`config.mk`:
```
export PLATFORM = sky130hd
export DESIGN_NAME = pc_gen
export DESIGN_NICKNAME = d
export VERILOG_FILES = /design/src/rtl/pc_gen.sv
export SDC_FILE = /design/constraint.sdc
export NUM_CORES = 1
export LEC_CHECK = 0
export ABC_AREA = 1
export BUFFER_PORTS_ARGS = -buffer_cell sky130_fd_sc_hd__buf_2
export CORE_ASPECT_RATIO = 0.9
export CORE_UTILIZATION = 30
export DETAILED_ROUTE_END_ITERATION = 12
export SLEW_MARGIN = 20
export SYNTH_ARGS = -nofsm -noshare
export SYNTH_HDL_FRONTEND = slang
export SYNTH_SLANG_ARGS = --single-unit
```
`constraint.sdc`:
```
create_clock -name clk -period 3.16 [get_ports clk]
set_clock_uncertainty 0.2 [all_clocks]
set_input_delay 0.316 -clock clk [delete_from_list [all_inputs] [get_ports clk]]
set_output_delay 0.316 -clock clk [all_outputs]
set_load 0.05 [all_outputs]
```
`src/rtl/pc_gen.sv`:
```
// Program-counter generator: issues fetch addresses over req/gnt, applies trap/branch redirects, reports granted fetches.
// Optional macro PCGEN_MISALIGN_CHK_EN: reject and report redirect targets not aligned to STEP instead of masking them.
module pc_gen #(
    parameter int unsigned          ADDR_W     = 32,
    parameter logic [ADDR_W-1:0]    START_ADDR = 32'h0000_0000,
    parameter logic [ADDR_W-1:0]    END_ADDR   = 32'h0000_3FFC,
    parameter int unsigned          STEP       = 4
) (
    input  logic              clk,
    input  logic              rst,
    input  logic              fetch_en_i,
    input  logic              stall_i,
    input  logic              trap_flag_i,
    input  logic [ADDR_W-1:0] trap_addr_i,
    input  logic              ex_branch_flag_i,
    input  logic [ADDR_W-1:0] ex_branch_addr_i,
    output logic              req_o,
    output logic [ADDR_W-1:0] addr_o,
    input  logic              gnt_i,
    output logic [ADDR_W-1:0] pc_o,
    output logic              pc_valid_o
`ifdef PCGEN_MISALIGN_CHK_EN
    ,
    output logic              misalign_o,
    output logic [ADDR_W-1:0] misalign_addr_o
`endif
);

    localparam logic [ADDR_W-1:0] LOW_MASK = ADDR_W'(STEP - 1);
    localparam logic [ADDR_W-1:0] STEP_W   = ADDR_W'(STEP);

    typedef enum logic {
        IDLE = 1'b0,
        REQ  = 1'b1
    } state_t;

    state_t            state;
    logic              pend_vld;
    logic              pend_trap;
    logic [ADDR_W-1:0] pend_addr;

    logic              sel_vld;
    logic [ADDR_W-1:0] sel_addr;
    logic              redir_vld;
    logic              redir_trap;
    logic [ADDR_W-1:0] redir_addr;
    logic              go;
    logic [ADDR_W-1:0] seq_addr;

    assign sel_vld    = trap_flag_i | ex_branch_flag_i;
    assign sel_addr   = trap_flag_i ? trap_addr_i : ex_branch_addr_i;
    assign redir_trap = trap_flag_i;
    assign go         = fetch_en_i & ~stall_i;
    assign seq_addr   = (addr_o >= END_ADDR) ? START_ADDR : addr_o + STEP_W;

`ifdef PCGEN_MISALIGN_CHK_EN
    logic sel_bad;

    // A misaligned winner suppresses the whole redirect, including any lower-priority source.
    assign sel_bad    = sel_vld & (|(sel_addr & LOW_MASK));
    assign redir_vld  = sel_vld & ~sel_bad;
    assign redir_addr = sel_addr;

    always_ff @(posedge clk or negedge rst) begin
        if (!rst) begin
            misalign_o      <= 1'b0;
            misalign_addr_o <= '0;
        end else begin
            misalign_o <= sel_bad;
            if (sel_bad) begin
                misalign_addr_o <= sel_addr;
            end
        end
    end
`else
    assign redir_vld  = sel_vld;
    assign redir_addr = sel_addr & ~LOW_MASK;
`endif

    always_ff @(posedge clk or negedge rst) begin
        if (!rst) begin
            state      <= IDLE;
            req_o      <= 1'b0;
            addr_o     <= START_ADDR;
            pc_o       <= START_ADDR;
            pc_valid_o <= 1'b0;
            pend_vld   <= 1'b0;
            pend_trap  <= 1'b0;
            pend_addr  <= START_ADDR;
        end else begin
            pc_valid_o <= 1'b0;
            case (state)
                IDLE: begin
                    if (redir_vld) begin
                        addr_o <= redir_addr;
                    end
                    if (go) begin
                        state <= REQ;
                        req_o <= 1'b1;
                    end
                end
                REQ: begin
                    if (!gnt_i) begin
                        // Address must stay put mid-handshake, so redirects wait in the pending slot.
                        if (redir_vld && (!pend_vld || redir_trap || !pend_trap)) begin
                            pend_vld  <= 1'b1;
                            pend_trap <= redir_trap;
                            pend_addr <= redir_addr;
                        end
                    end else begin
                        pc_o       <= addr_o;
                        pc_valid_o <= ~(redir_vld | pend_vld);
                        if (redir_vld) begin
                            addr_o <= redir_addr;
                        end else if (pend_vld) begin
                            addr_o <= pend_addr;
                        end else begin
                            addr_o <= seq_addr;
                        end
                        pend_vld  <= 1'b0;
                        pend_trap <= 1'b0;
                        if (!go) begin
                            state <= IDLE;
                            req_o <= 1'b0;
                        end
                    end
                end
                default: begin
                    state <= IDLE;
                    req_o <= 1'b0;
                end
            endcase
        end
    end

endmodule

```
-- Word-level counts from Yosys, hierarchy flattened
Index checks and enable logic that the tools add are counted.
Widths: inputs -> output; s select.
- add/sub/neg operators: 1
- magnitude comparators: 1
- eq/ne operators: 4
- mux-type cells: 20
- bitwise logic cells: 7
- reductions and logical operators: 11
- operators with widths (kind ; count):
    $mux 32 ; 6
    $pmux 32 s2 ; 1
    $add 32x3->32 const B ; 1
    $ge 32x14->1 const B ; 1
    $mux 1 ; 11
    $ne 2x2->1 const B ; 4
    $reduce_and 2->1 ; 3
    $reduce_and 3->1 ; 2
    $not 1->1 ; 4
    $pmux 1 s2 ; 2
    $logic_not 1->1 ; 2
    $logic_or 1x1->1 ; 2
    $or 1x1->1 ; 2
    $reduce_bool 2->1 ; 1
    $and 1x1->1 ; 1
    $logic_and 1x1->1 ; 1
- register bits after elaboration: 99
- input bits: 71

-- Logic depth before layout (Yosys ltp)
- depth in word-level cells: 6
- depth in mapped cells: 11
- depth with buffers taken out: 10

-- Worst setup path after synthesis
No wires, ideal clock.
- kind: reg-to-reg
- start: reg addr_o[2]
- end: reg addr_o[7]
- arrival time: 1783 ps
- required time: 2842 ps
- path slack: 1059 ps
- cell stages (with the launch flop): 11
- path buffers: 1
- clock period less this slack: 2101 ps
- cell sequence: dfrtp_1 -> ha_1 -> nand2_1 -> nor2_1 -> and3_1 -> nor2_2 -> buf_4 -> nand2_1 -> nand2_1 -> nand2_1 -> nand2_1
- longest elaborated chain between the ends: 6
- elaborated cells on any way between the ends: 7
- RTL lines (item ; RTL line ; source):
    start, declared ; 18 ; output logic [ADDR_W-1:0] addr_o,
    start signal, assigned ; 95 ; addr_o <= redir_addr;
    start signal, assigned ; 114 ; addr_o <= redir_addr;
    start signal, assigned ; 116 ; addr_o <= pend_addr;
    $add 32x3->32 / $ge 32x14->1 (equally long branches) ; 54 ; assign seq_addr = (addr_o >= END_ADDR) ? START_ADDR : addr_o + STEP_W;
    $mux 32 (*) ; 54 ;
    $mux 32 (*) ; 115 ; end else if (pend_vld) begin
    $mux 32 (*) ; 113 ; if (redir_vld) begin
    $mux 32 (*) ; 103 ; if (!gnt_i) begin
    $pmux 32 s2 (*) ; 92 ; case (state)
Every way passes the cells marked *; elsewhere a longest branch is shown, timed or not. The select of a mux whose other input is x is not followed.
A chain may end at the register's enable or synchronous reset.

-- Worst setup path in the final report
Ends and elaborated chain as after synthesis.

==> key figures <==
STA
  • Finish-stage setup viols: 0
  • Slew Limit Fails: 0
  • Final worst slack: 1.04 ns
  • Max-slew headroom: a little under three fifths
  • Tmin final: 2.12 ns
  • Period utilization: ~67%
  • Final TNS setup: 0 ns
  • Fmax: 0.472 GHz
  • Setup repair after global routing missed its margin: false
  • Final Hold Fails: 0
  • Least-Margin Pin Slew: 0.669 ns

Job
  • Maxcap violations: 0

Synthesis
  • Synthesized flop and latch total: 95
  • Async SR Flop Fraction: 100%
  • Netlist Area Pre-Place: 4790 µm²
  • Post-synthesis sequential area ratio: approximately 50%
  • Synth cell types: 29
  • Mean Syn Cell Area: 8.28 µm²
  • Warnings from Yosys: 0
  • Post-synth EDFFs: 0
  • Synth Instances: 578
  • Dominant synthesized flop cell: dfrtp_1

Floorplan
  • # rows: 43
  • Die area: 16,500 µm²
  • Num ports: 137
  • Chip height: 122 µm
  • Initial Util: 30.9%
  • Die Width: roughly 140 µm
  • Core region area: around 15,000 µm²

Clock tree
  • Num Clock Sinks: 95
  • CTS tree: done
  • Max Buffers Root-to-Sink: 2
  • CTS resizes: 0
  • Total CTS buffers: 9
  • Clk slew on worst S/H paths: approximately 0.070 ns
  • Htree depth: 3
  • Worst-skew pair later-pin latency: ~0.35 ns
  • Clk root buf: clkbuf_16

Placed design
  • RePlAce Congestion: just over 0.8
  • Dpl ws: 0.791 ns
  • DP HPWL: 8.75 mm
  • # port buffers: roughly 130

Global routing
  • Initial antenna violation count: 0
  • Top Usage Layer GRT: met2
  • First-pass GRT wire length: roughly 20 mm
  • Vias in the first global route: 3,809
  • Largest net degree at the start of global routing: 59
  • GR Util met1: a little under a quarter
  • Global-route met3 utilization: between 4 and 5%
  • Total track usage: between 10% and 20%
  • Total gr overflow: 0
  • GR Util met2: 24.0%

Status
  • Outcome: completed

Power and ir drop
  • Leak: 3.19 nW
  • Clock power share: 26.2%
  • Sw frac: 41.5%
  • Combinational share of power: 34.6%
  • Int Power: 0.00251 W
  • Max rail drop VDD: 0.325 mV
  • Switching power total: 0.00178 W
  • Sequential fraction of design power: 39.2%
  • Pwr dens: 728 nW/µm²

Finish
  • Area grow syn2layout: 23.3%
  • # diodes: 0
  • Final nets: 766
  • Layout cell share with drive strength beyond 1: 25.6%

Drt
  • # DRC: 0
  • Number of DRC markers in iteration 0: 322
  • Vias post-DR: 4,031
  • 1st-pass router iterations: 5
  • Vias per cell: between 4 and 5
  • Total routed wirelength: 12.5 mm
  • DR WL/cell: approximately 14 µm
  • Number of nets with antenna violations after routing: 0

Worst setup path
  • Required time worst endpoint: roughly 3.3 ns
  • Worst setup SP type: flop
  • Worst setup EP type: flop
  • CP max FO: 12
  • Worst EP arrival: 2.21 ns
  • Setup CP Type: flop to flop

Min path
  • Min-Delay Path Class: input pin to flop
[power by group through the flow]
stage | clock [W] | sequential (W) | combinational [W]
5_1_grt | 0.00121 | 0.00172 | 0.00161
4_1_cts | 0.00117 | 0.00168 | 0.00150
3_5_place_dp | 0 | 0.00170 | 0.00150
6_report | 0.00113 | 0.00168 | 0.00149
3_3_place_gp | 0 | 0.00170 | 0.00148
2_1_floorplan | 0 | 0.00228 | 0.000510
[final cells by class]
class                      count  area (µm²)
timing repair buffer         140         741
tap                          202         253
clock inverter                 7        78.8
inverter                      50         188
fill                        1648        9590
clock buffer                   9         225
multi-input combinational    398        2040
sequential                    95        2380
[cells by family after synthesis]
logic type | synth area share, %
AO/OA/AOI/OAI | 11.9
XOR/XNOR | 1.28
adder cells (fa/ha/maj) | 0.261
buffers and inverters | 8.18
flip-flops | 49.7
multiplexers | 8.71
other | 0.0784
AND/OR/NAND/NOR | 19.9
[metrics by stage]
step           power (W)  cells  hold WS (ns)  util, %  instance area (µm²)
6_report         0.00430    901        0.0654     38.1                 5900
5_1_grt          0.00455    901        0.0838     38.1                 5900
4_1_cts          0.00435    901        0.0525     38.1                 5900
3_5_place_dp     0.00320    882         0.162     35.9                 5570
3_3_place_gp     0.00318    882         0.163     35.9                 5570
2_1_floorplan    0.00279    581        -0.180        -                 4800
[cells in the final DEF (no fill, tap or decap), types with 4 or more instances in the layout]
cell type / synthesis / routed
dfrtp_1: 95 / 95
buf_4: 6 / 10
buf_2: 11 / 127
mux2_4: 12 / 12
clkbuf_16: 0 / 9
a21oi_1: 30 / 30
xor2_1: 7 / 7
nand2_1: 205 / 203
mux2i_1: 18 / 18
o21ai_0: 46 / 46
mux2_2: 5 / 5
nor2_1: 22 / 22
o22ai_1: 19 / 19
nand3_1: 6 / 6
o21ai_1: 11 / 11
inv_1: 48 / 48
conb_1: 1 / 4
[cell usage after synthesis, types with 6 or more instances]
cell      count  area, µm²
buf_2        11       55.1
nor2_1       22       82.6
clkbuf_1     16       60.1
o22ai_1      19        119
xor2_1        7       61.3
nand2_1     205        769
dfrtp_1      95       2380
nand3_1       6       30.0
mux2_4       12        180
buf_4         6       45.0
inv_1        48        180
mux2i_1      18        180
a21oi_1      30        150
o21ai_1      11       55.1
o21ai_0      46        230
[worst paths after layout]
kind                                       start               endpoint  slack [ns]  depth (start not counted)
setup / recovery           addr_o[2]$_DFFE_PN0P_  addr_o[7]$_DFFE_PN0P_        1.04                          9
hold / removal                           stall_i      req_o$_DFFE_PN0P_        0.07                          4
setup reg to reg           addr_o[2]$_DFFE_PN0P_  addr_o[7]$_DFFE_PN0P_        1.04                          9
hold reg to reg              pc_o[5]$_DFFE_PN0P_    pc_o[5]$_DFFE_PN0P_        0.28                          2
max in group asynchronous                    rst   pc_o[17]$_DFFE_PN0P_        1.64                          3
min in group asynchronous                    rst   pc_o[23]$_DFFE_PN0P_        0.30                          2
[critical path, stage by stage, from the launching register on]
cell	delay [ns]
dfrtp_1	0.46
ha_1	0.31
nand2_1	0.10
nor2_1	0.07
and3_1	0.20
nor2_2	0.41
nand2_1	0.12
nand2_1	0.09
nand2_1	0.05
nand2_1	0.05
[sequential cells by signal (all words and copies together) (netlist names)]
signal / cells
req_o: 1
pend_addr: 30
pc_valid_o: 1
pc_o: 30
pend_vld: 1
pend_trap: 1
addr_o: 30
state: 1
[layer usage]
layer | share of wire (%) | up-vias | wire [µm]
met5 | 0 | - | 0
met4 | 0.68 | 0 | 85
met3 | 5.3 | 9 | 664
met2 | 43 | 100 | 5420
met1 | 51 | 1851 | 6340
li1 | - | 2071 | -
[repair_timing]
action / CTS / global route
hold buffers: 3 / 0
buffers inserted: 0 / 0
hold endpoints to repair: 43 / 0
No activity file was read; power rests on OpenSTA's default activity.
